[config.mk]
export PLATFORM = sky130hd
export DESIGN_NAME = fetch_sequencer
export DESIGN_NICKNAME = d
export VERILOG_FILES = /design/src/rtl/fetch_sequencer.sv
export SDC_FILE = /design/constraint.sdc
export NUM_CORES = 1
export LEC_CHECK = 0
export BUFFER_PORTS_ARGS = -buffer_cell sky130_fd_sc_hd__buf_2
export CAP_MARGIN = 20
export CORE_ASPECT_RATIO = 0.5
export CORE_UTILIZATION = 40
export DETAILED_ROUTE_END_ITERATION = 8
export PLACE_DENSITY_LB_ADDON = 0.08
export SYNTH_ARGS = -nofsm -noshare
export SYNTH_HDL_FRONTEND = slang
export SYNTH_SLANG_ARGS = --single-unit
export TNS_END_PERCENT = 5
[constraint.sdc]
create_clock -name CLK -period 3.7 [get_ports CLK]
set_input_delay 0.925 -clock CLK [delete_from_list [all_inputs] [get_ports CLK]]
set_output_delay 0.925 -clock CLK [all_outputs]
set_load 0.02 [all_outputs]
[src/rtl/fetch_sequencer.sv]
// ---------------------------------------------------------------------------
// fetch_sequencer
//
// Multicycle instruction sequencer that sits directly upstream of the control
// unit. It owns the PC, fetches an instruction word over an ihit handshake,
// holds it for the decoder, then retires it either directly (ALU/branch/jump)
// or after a data-memory access completed over a dhit handshake. A halt
// request from the decoder parks the block in a sticky HALTED state that only
// RST leaves.
//
// Optional feature (compile-time macro FETCH_PERF_EN):
//   adds instr_count / stall_count performance counters. When the macro is
//   not defined those ports and registers do not exist.
//
// Ports:
//   CLK          system clock, all state changes on the rising edge
//   RST          synchronous active-high reset
//   ihit         instruction memory returned imemload this cycle
//   imemload     instruction word from instruction memory
//   imemREN      instruction read request (high in FETCH)
//   imemaddr     instruction address, always equal to pc
//   dhit         data memory access completed this cycle
//   dmemREN      data read request (DATA state, load)
//   dmemWEN      data write request (DATA state, store)
//   MemRead      decoder: current instruction is a load
//   MemWrite     decoder: current instruction is a store
//   PC_src       decoder next-PC select
//   zero         ALU zero flag for branches
//   halt_in      decoder/overflow halt request
//   jr_addr      rs register value for JR
//   instr        held instruction to the decoder
//   instr_valid  instr is valid and being executed
//   pc           current PC
//   pc_plus4     pc + 4, JAL link value
//   commit       one-cycle retire pulse, qualifies the register-file write
//   instr_count  (FETCH_PERF_EN) retired instruction count
//   stall_count  (FETCH_PERF_EN) cycles spent waiting on ihit/dhit
//   halt         sticky halted flag
// ---------------------------------------------------------------------------
module fetch_sequencer #(
    parameter logic [31:0] PC_INIT = 32'h0000_0000
) (
    input  logic        CLK,
    input  logic        RST,
    input  logic        ihit,
    input  logic [31:0] imemload,
    output logic        imemREN,
    output logic [31:0] imemaddr,
    input  logic        dhit,
    output logic        dmemREN,
    output logic        dmemWEN,
    input  logic        MemRead,
    input  logic        MemWrite,
    input  logic [2:0]  PC_src,
    input  logic        zero,
    input  logic        halt_in,
    input  logic [31:0] jr_addr,
    output logic [31:0] instr,
    output logic        instr_valid,
    output logic [31:0] pc,
    output logic [31:0] pc_plus4,
    output logic        commit,
`ifdef FETCH_PERF_EN
    output logic [31:0] instr_count,
    output logic [31:0] stall_count,
`endif
    output logic        halt
);

    typedef enum logic [1:0] {
        S_FETCH  = 2'd0,
        S_EXEC   = 2'd1,
        S_DATA   = 2'd2,
        S_HALTED = 2'd3
    } state_t;

    // Next-PC select encodings driven by the decoder.
    localparam logic [2:0] PCS_SEQ = 3'b000;
    localparam logic [2:0] PCS_BEQ = 3'b001;
    localparam logic [2:0] PCS_J   = 3'b010;
    localparam logic [2:0] PCS_JR  = 3'b011;
    localparam logic [2:0] PCS_BNE = 3'b100;

    // ------------------------------------------------------------------
    // State
    // ------------------------------------------------------------------
    state_t      state_q,       state_d;
    logic [31:0] pc_q,          pc_d;
    logic [31:0] instr_q,       instr_d;
    logic        halt_q,        halt_d;
    logic        rd_flag_q,     rd_flag_d;
    logic        wr_flag_q,     wr_flag_d;
    logic        imem_ren_q,    imem_ren_d;
    logic        instr_valid_q, instr_valid_d;
    logic        dmem_ren_q,    dmem_ren_d;
    logic        dmem_wen_q,    dmem_wen_d;
`ifdef FETCH_PERF_EN
    logic [31:0] instr_count_q, instr_count_d;
    logic [31:0] stall_count_q, stall_count_d;
    logic        stall_cycle;
`endif

    // ------------------------------------------------------------------
    // Next-PC computation (only used in the commit cycle)
    // ------------------------------------------------------------------
    logic [31:0] pc_plus4_w;
    logic [31:0] branch_off;
    logic [31:0] btarget;
    logic [31:0] jtarget;
    logic [31:0] jrtarget;
    logic [31:0] next_pc;
    logic        commit_raw;

    assign pc_plus4_w = pc_q + 32'd4;
    // Sign-extended word offset: imm16 << 2.
    assign branch_off = {{14{instr_q[15]}}, instr_q[15:0], 2'b00};
    assign btarget    = pc_plus4_w + branch_off;
    assign jtarget    = {pc_plus4_w[31:28], instr_q[25:0], 2'b00};
    // JR forces word alignment by clearing the two low address bits.
    assign jrtarget   = jr_addr & 32'hFFFF_FFFC;

    always_comb begin
        // NOTE: every combinational output gets a default before the case so
        // no path leaves it unassigned, which would infer a latch.
        next_pc = pc_plus4_w;
        case (PC_src)
            PCS_SEQ: next_pc = pc_plus4_w;
            PCS_BEQ: next_pc = zero ? btarget : pc_plus4_w;
            PCS_BNE: next_pc = (!zero) ? btarget : pc_plus4_w;
            PCS_J:   next_pc = jtarget;
            PCS_JR:  next_pc = jrtarget;
            default: next_pc = pc_plus4_w;   // reserved selects behave as sequential
        endcase
    end

    // ------------------------------------------------------------------
    // Sequencer next-state logic
    // ------------------------------------------------------------------
    always_comb begin
        state_d    = state_q;
        pc_d       = pc_q;
        instr_d    = instr_q;
        halt_d     = halt_q;
        rd_flag_d  = rd_flag_q;
        wr_flag_d  = wr_flag_q;
        commit_raw = 1'b0;

        case (state_q)
            S_FETCH: begin
                if (ihit) begin
                    instr_d = imemload;
                    state_d = S_EXEC;
                end
            end

            S_EXEC: begin
                if (halt_in) begin
                    halt_d  = 1'b1;
                    state_d = S_HALTED;
                end else if (MemRead || MemWrite) begin
                    // Both may be set; both requests go out and the memory
                    // side decides.
                    rd_flag_d = MemRead;
                    wr_flag_d = MemWrite;
                    state_d   = S_DATA;
                end else begin
                    commit_raw = 1'b1;
                    pc_d       = next_pc;
                    state_d    = S_FETCH;
                end
            end

            S_DATA: begin
                if (dhit) begin
                    commit_raw = 1'b1;
                    pc_d       = next_pc;
                    state_d    = S_FETCH;
                end
            end

            S_HALTED: begin
                state_d = S_HALTED;
            end

            default: begin
                state_d = S_FETCH;
            end
        endcase

        // Outputs are registered: decode them from the state being entered
        // so they are valid in the same cycle the state is.
        imem_ren_d    = (state_d == S_FETCH);
        instr_valid_d = (state_d == S_EXEC) || (state_d == S_DATA);
        dmem_ren_d    = (state_d == S_DATA) && rd_flag_d;
        dmem_wen_d    = (state_d == S_DATA) && wr_flag_d;
    end

`ifdef FETCH_PERF_EN
    always_comb begin
        stall_cycle   = ((state_q == S_FETCH) && !ihit) ||
                        ((state_q == S_DATA)  && !dhit);
        instr_count_d = instr_count_q + {31'd0, commit_raw};
        stall_count_d = stall_count_q + {31'd0, stall_cycle};
    end
`endif

    // ------------------------------------------------------------------
    // Registers
    // ------------------------------------------------------------------
    // NOTE: sequential state uses non-blocking assignments only, so every
    // flop samples values from before the edge regardless of block order.
    always_ff @(posedge CLK) begin
        if (RST) begin
            state_q       <= S_FETCH;
            pc_q          <= PC_INIT;
            instr_q       <= 32'h0000_0000;
            halt_q        <= 1'b0;
            rd_flag_q     <= 1'b0;
            wr_flag_q     <= 1'b0;
            imem_ren_q    <= 1'b1;
            instr_valid_q <= 1'b0;
            dmem_ren_q    <= 1'b0;
            dmem_wen_q    <= 1'b0;
`ifdef FETCH_PERF_EN
            instr_count_q <= 32'd0;
            stall_count_q <= 32'd0;
`endif
        end else begin
            state_q       <= state_d;
            pc_q          <= pc_d;
            instr_q       <= instr_d;
            halt_q        <= halt_d;
            rd_flag_q     <= rd_flag_d;
            wr_flag_q     <= wr_flag_d;
            imem_ren_q    <= imem_ren_d;
            instr_valid_q <= instr_valid_d;
            dmem_ren_q    <= dmem_ren_d;
            dmem_wen_q    <= dmem_wen_d;
`ifdef FETCH_PERF_EN
            instr_count_q <= instr_count_d;
            stall_count_q <= stall_count_d;
`endif
        end
    end

    // ------------------------------------------------------------------
    // Outputs
    // ------------------------------------------------------------------
    assign imemREN     = imem_ren_q;
    assign imemaddr    = pc_q;
    assign dmemREN     = dmem_ren_q;
    assign dmemWEN     = dmem_wen_q;
    assign instr       = instr_q;
    assign instr_valid = instr_valid_q;
    assign pc          = pc_q;
    assign pc_plus4    = pc_plus4_w;
    // Reset in the retire cycle wins: suppress the register-file write.
    assign commit      = commit_raw && !RST;
    assign halt        = halt_q;
`ifdef FETCH_PERF_EN
    assign instr_count = instr_count_q;
    assign stall_count = stall_count_q;
`endif

endmodule

==> metrics.cfg, run 1 <==
[status]
status=finished clean

[die]
die_w_um=175
initial_core_util=0.412
die_y_um=88.4
ios=209
row_count=31
core_area_mm2=0.0145
die_area_mm2=0.0154

[detailed_routing]
drtPass1Iterations=5
wire_per_inst_um=17.0
finalWirelength_um=20800
vias=6650
drt-initial-drc-count=514
via_per_inst=5.43
drcViolationCount=0
antenna_left=0

[worst_setup_path]
crit_path_max_fanout=7
worstSetupStartpointType=flop
cp.required_ns=2.77
crit_path_end_kind=output pin
arrival_ns=2.65
criticalPathCategory=flop to output pin

[global_routing]
overflow=0
antenna_found_initial=0
grt_pass1_wl_um=31900
grt_pass1_vias=6069
grt.total_usage=0.265
grt_max_degree=40

[clocking]
cts_tree=built
cts_buffers=9
cts.sinks=71
clk_latency_ns=0.35
clkTransAtPathRegs_ns=0.07
clockBufferDepth=2
cts-root-buf=clkbuf_16
cts_max_level=3

[synthesis]
ys_seq_elements=71
synth.area.top_cells=dfxtp_1 (24%), ha_1 (9.0%), nand2_1 (6.7%)
synthCells=795
synth_top_area_cell=dfxtp_1
syn_area_per_cell_um2=7.51
yosys.area.top_type_share=0.238
yosys_warnings=0
synthFlopType=dfxtp_1
netlist_area_mm2=0.00597
synth_edf_count=0
synth.distinct_cells=69
async_flop_share=0
synth-seq-area-share=0.238

[sta]
period_share=0.965
worst_pin_slew_ns=0.639
maxSlewHeadroom=0.574
hold_viol=0
grt_setup_unrepaired=true
setup_violations=0
fin_ws_ns=0.129
skew_ns=0.00881
min_period_ns=3.57
fmax_mhz=280
drv_slew=0

[run]
maxCapViolCount=0

[pwr]
cellPowerDensity_mw_per_mm2=453
vdd_ir_drop_max_mv=0.219
p_sw_frac=0.436
p_int_w=0.00200
combPwrFrac=0.476
power_frac_clock=0.253
power.leakage_nw=3.94
pwr-share-seq=0.271
switching_power_w=0.00155

[cells_and_area]
antennaDiodeCount=0
area_growth_syn_to_layout_pct=31.2
drive_above_1_share=0.327
nNetsFinal=1140
fin_area_mm2=0.00783

[place]
io_buffers=200
pre_cts_ws_ns=0.0852
post-dp-hpwl_um=15700
dpl_cell_area_mm2=0.00748
globalplace.congestion=0.990

[min_path]
hold_class=flop to flop

## kinds of logic (layout without fill, tap and decap cells)
kind of cell             count (synthesis)  count (layout)  synth area share
AO/OA/AOI/OAI                          220             220             0.235
AND/OR/NAND/NOR                        283             283             0.223
flip-flops                              71              71             0.238
multiplexers                            31              31            0.0522
XOR/XNOR                                48              48            0.0717
adder cells (fa/ha/maj)                 44              44            0.0935
buffers and inverters                   97             323            0.0857
other                                    1               6          0.000628
## state kept, by name (all words and copies together) (netlist names)
register / count
halt: 1
instr_valid: 1
imemaddr: 30
wr_flag_q: 1
instr: 32
state_q: 2
imemREN: 1
dmemWEN: 1
dmemREN: 1
rd_flag_q: 1
## repair_timing
action,4_1_cts,5_1_grt
buffers inserted,0,0
setup endpoints to repair,0,8
hold buffers,0,0
gates resized for setup,0,11
hold endpoints to repair,0,0
## worst paths after layout
path | from | to | slack, ns | cells after the start
worst min register to register | instr[26]$_SDFFE_PP0P_ | instr[26]$_SDFFE_PP0P_ | 0.45 | 2
worst max-delay path | imemaddr[14]$_SDFFE_PP0P_ | pc_plus4[31] | 0.13 | 7
worst max register to register | imemaddr[14]$_SDFFE_PP0P_ | imemaddr[30]$_SDFFE_PP0P_ | 0.19 | 12
worst min-delay path | instr[26]$_SDFFE_PP0P_ | instr[26]$_SDFFE_PP0P_ | 0.45 | 2
## power by group through the flow
| stage | clock network (W) | logic (W) | registers (W) |
|---|---|---|---|
| global placement | 0 | 0.00165 | 0.000970 |
| finish | 0.000898 | 0.00169 | 0.000960 |
| CTS | 0.000915 | 0.00168 | 0.000959 |
| floorplan | 0 | 0.000966 | 0.00111 |
| detailed placement | 0 | 0.00167 | 0.000975 |
| global route | 0.000948 | 0.00184 | 0.000975 |
## per-stage QoR
| step | hold slack [ns] | total power (W) | std cells | setup TNS, ns | util |
|---|---|---|---|---|---|
| 6_report | 0.452 | 0.00355 | 1224 | 0 | 0.540 |
| 5_1_grt | 0.478 | 0.00376 | 1224 | -0.0590 | 0.540 |
| 4_1_cts | 0.455 | 0.00355 | 1224 | 0 | 0.536 |
| 3_5_place_dp | 0.446 | 0.00264 | 1208 | 0 | 0.516 |
| 3_3_place_gp | 0.441 | 0.00262 | 1208 | 0 | 0.516 |
| 2_1_floorplan | 0.434 | 0.00208 | 800 | 0 | - |
## routing by layer
| layer | vias up | routed length (µm) | GRT usage |
|---|---|---|---|
| li1 | 3274 | - | - |
| met1 | 3125 | 10100 | 0.365 |
| met2 | 232 | 9090 | 0.427 |
| met3 | 19 | 1390 | 0.0507 |
| met4 | 0 | 267 | 0.0664 |
| met5 | - | 0 | 0 |
## final cells by class
type	instances	area, µm²
clock buffers	9	225
clock inverters	7	68.8
fillers	1479	6670
inverters	18	67.6
multi-input cells	632	4130
flip-flops and latches	71	1420
well taps	198	248
repair buffers	289	1670
## synth_stat cells, types with 2 or more instances
cell and number:
buf_4 37, o21ai_0 41, and2_1 7, nand2b_1 6
a31o_2 2, nor2b_1 7, a22oi_1 2, a221o_1 3
o211a_1 2, nand3_1 29, xnor2_1 28, nand2_1 106
buf_1 4, and4_1 5, nand4_1 10, a21o_1 15
nor3_1 16, or2_2 3, o21a_1 7, a32oi_1 2
nor3b_1 2, o211ai_1 4, o22ai_1 6, o221ai_1 4
ha_1 43, a221oi_1 8, dfxtp_1 71, mux2i_1 30
clkbuf_1 36, nor2_1 65, a31oi_1 7, o31a_1 2
a211oi_1 12, nand3b_1 4, and3_1 10, o221a_2 3
a211o_1 3, o21bai_1 4, inv_1 17, a21oi_1 79
nor4_1 4, o32ai_1 2, o31ai_1 3, xor2_1 19
## worst max-delay path, stage by stage, from the launching register on
cell and delay, ns:
dfxtp_1 0.35, buf_4 0.15, nand4_1 0.15, or4_4 0.64
or4b_4 0.61, xor2_2 0.18, inv_1 0.06, buf_2 0.15
## placed cells by master, fill, tap and decap left out, drive strengths merged, types with 12 or more instances in the layout
cell type / Yosys / layout
a211oi: 12 / 12
a21o: 15 / 15
a21oi: 80 / 80
buf: 43 / 289
dfxtp: 71 / 71
ha: 43 / 43
inv: 17 / 23
mux2i: 30 / 30
nand2: 106 / 106
nand3: 29 / 29
nor2: 66 / 66
nor3: 16 / 16
o21ai: 41 / 41
xnor2: 28 / 28
xor2: 20 / 20
Power figures use the tool's default switching activity.
==> inputs of run 2 (changes only) <==
ABC_AREA = 1   (was unset)
CTS_BUF_LIST = sky130_fd_sc_hd__clkbuf_4   (was unset)
==> run 2 against run 1 <==
Synthesized cell count is 35% higher. Cell area is 1.1% higher. Sequential share of layout area is 0.22 points lower. Sequential power up 37%. Global-route usage up 3.5 points. Highest routed layer unchanged.
==> metrics.cfg, run 2 <==
[status]
status=finished clean

[clocking]
cts_hold_buf=0  ; unchanged
cts_buffers=9  ; unchanged
cts.sinks=71  ; unchanged
cts-root-buf=clkbuf_4
cts_max_level=3  ; unchanged
cts_tree=built
clkTransAtPathRegs_ns=0.15  ; +0.08 ns
clk_latency_ns=0.46  ; +0.11 ns
clockBufferDepth=2  ; unchanged

[synthesis]
synthFlopType=dfxtp_1
yosysMostFrequentCell=nand2_1
yosys_warnings=0  ; unchanged
yosys-top-cells-count=nand2_1 (240), nor2_1 (158), inv_1 (144), dfxtp_1 (71), o21ai_0 (70)
async_flop_share=0  ; unchanged
yosys.area.top_type_share=0.212  ; -0.0256
netlist_area_mm2=0.00669  ; +12%
synthCells=1077  ; +35%
synth_edf_count=0  ; unchanged
synth-seq-area-share=0.212  ; -0.0256
synth.distinct_cells=58  ; -16%
synth.area.top_cells=dfxtp_1 (21%), nand2_1 (13%), nor2_1 (8.9%)
synth_top_area_cell=dfxtp_1
ys_seq_elements=71  ; unchanged
syn_area_per_cell_um2=6.21  ; -17%

[die]
die_area_mm2=0.0173  ; +12%
initial_core_util=0.422  ; +0.0104
die_y_um=93.5  ; +5.7%
row_count=32  ; +3.2%
die_w_um=185  ; +5.8%
core_area_mm2=0.0159  ; +9.3%
ios=209  ; unchanged

[worst_setup_path]
crit_path_max_fanout=7  ; unchanged
crit_family=simple AND/OR/NAND/NOR gates
crit_slowest_cell=dfxtp_1
worstSetupStartpointType=flop
crit_path_max_incr_delay_ns=0.56  ; -0.08 ns
crit_top_cell=nand2_1
cp.required_ns=4.07  ; +1.30 ns
criticalPathCategory=flop to flop
arrival_ns=3.78  ; +1.13 ns
critPathBufInv=3  ; unchanged
cp_cell_sequence=nand2_4, nor2_1, nand3_1, nor3_1, nand2_1, nand2_1, inv_1, ha_1, inv_1, nor3_1, nand2_1, nor4_1, nand2_1, nand2_1, nand2_1, nand3_1, nand3_1, nand2_1, inv_1
crit_path_end_kind=flop

[detailed_routing]
antenna_left=0  ; unchanged
wire_per_inst_um=17.3  ; +1.5%
drt-initial-drc-count=675  ; +31%
finalWirelength_um=25500  ; +23%
drtPass1Iterations=6  ; +1
via_per_inst=5.16  ; -5.1%
vias=7622  ; +15%
drcViolationCount=0  ; unchanged

[pwr]
p_total_w=0.00510  ; +44%
p_int_w=0.00238  ; +19%
switching_power_w=0.00272  ; +76%
p_sw_frac=0.533  ; +0.0976
vdd_ir_drop_max_mv=0.308  ; +40%
power.leakage_nw=4.36  ; +11%
power_frac_clock=0.134  ; -0.119
pwr-share-seq=0.260  ; -0.011
combPwrFrac=0.606  ; +0.130
cellPowerDensity_mw_per_mm2=643  ; +42%

[sta]
min_period_ns=3.41  ; -0.164 ns
period_share=0.921  ; -0.0443
setup_tns_ns=0  ; unchanged
drv_slew=0  ; unchanged
setup_violations=0  ; unchanged
grt_setup_unrepaired=false
fmax_mhz=294  ; +4.8%
hold_viol=0  ; unchanged
worst_pin_slew_ns=0.949  ; +0.310 ns
skew_ns=0.0322  ; +0.0234 ns
maxSlewHeadroom=0.367  ; -0.207
fin_ws_ns=0.293  ; +0.164 ns

[cells_and_area]
finalNonFillerCells=1478  ; +21%
largest_reg_flops=32  ; unchanged
area_growth_syn_to_layout_pct=18.4
drive_above_1_share=0.225  ; -0.101
layout_common_cells=nand2_1 (240), buf_2 (200), nor2_1 (155)
nNetsFinal=1370  ; +20%
fin_util=0.500  ; -0.0403
final_common_cell=nand2_1

[global_routing]
grt_pass1_wl_um=38400  ; +20%
overflow=0  ; unchanged
grt_max_degree=41  ; +2.5%
grt_pass1_vias=6800  ; +12%
antenna_found_initial=1  ; +1
grt.total_usage=0.300  ; +0.0348

[min_path]
hold_class=flop to flop

[place]
post-dp-hpwl_um=20800  ; +32%
pre_cts_ws_ns=0.255  ; +0.170 ns
io_buffers=200  ; unchanged
place_inst=1459  ; +21%
globalplace.congestion=0.955  ; -3.5%

[run]
maxCapViolCount=0  ; unchanged

==> run 2: layout make-up <==
type | count | area, µm²
repair buffers | 222 | 1170
diodes | 1 | 2.50
fillers | 1749 | 7930
well taps | 221 | 277
clock buffers | 10 | 75.1
inverters | 150 | 563
clock inverters | 6 | 116
flip-flops and latches | 71 | 1420
multi-input cells | 797 | 4300
==> run 2: power groups by stage <==
stage / Clock [W] / Sequential [W] / Combinational [W]
finish: 0.000681 / 0.00132 / 0.00309
global route: 0.000732 / 0.00136 / 0.00343
CTS: 0.000691 / 0.00132 / 0.00309
detailed placement: 0 / 0.00133 / 0.00307
global placement: 0 / 0.00133 / 0.00305
floorplan: 0 / 0.00151 / 0.00198
==> run 2: per-layer routing <==
layer | GRT usage | vias to the layer above | routed length [µm]
met2 | 0.449 | 331 | 10500
met3 | 0.0658 | 22 | 2400
li1 | - | 3812 | -
met4 | 0.0537 | 0 | 197
met5 | 0 | - | 0
met1 | 0.437 | 3457 | 12500
==> run 2: kinds of logic (layout without fill, tap and decap cells) <==
logic type / after synthesis / in the layout / synth area share
simple gates: 534 / 534 / 0.358
fa+ha+maj: 44 / 44 / 0.0834
other cells: 1 / 7 / 0.000561
compound gates: 191 / 191 / 0.166
flops: 71 / 71 / 0.212
xor+xnor: 22 / 22 / 0.0310
buf+inv: 214 / 388 / 0.149
==> run 2: worst paths after layout <==
kind / startpoint / to / slack (ns) / depth (start not counted)
max: imemaddr[10]$_SDFFE_PP0P_ / imemaddr[30]$_SDFFE_PP0P_ / 0.29 / 19
min: halt$_SDFFE_PP0P_ / halt$_SDFFE_PP0P_ / 0.50 / 2
max reg2reg: imemaddr[10]$_SDFFE_PP0P_ / imemaddr[30]$_SDFFE_PP0P_ / 0.29 / 19
min reg2reg: halt$_SDFFE_PP0P_ / halt$_SDFFE_PP0P_ / 0.50 / 2
==> run 2: timing repair <==
item                                    in CTS  in global routing
setup buffers                                0                  2
gates resized for setup                      0                  3
endpoints found under the setup margin       0                 17
==> run 2: worst min-delay path: cells and delay by family, from the launching register on <==
kind          cells  cell delay [ns]
flops             1             0.34
simple gates      2             0.14
==> run 2: stage by stage <==
step / hold WS [ns] / cell area (µm²)
floorplan: 0.508 / 6710
global placement: 0.461 / 7700
detailed placement: 0.468 / 7700
CTS: 0.502 / 7900
global route: 0.526 / 7920
finish: 0.503 / 7920
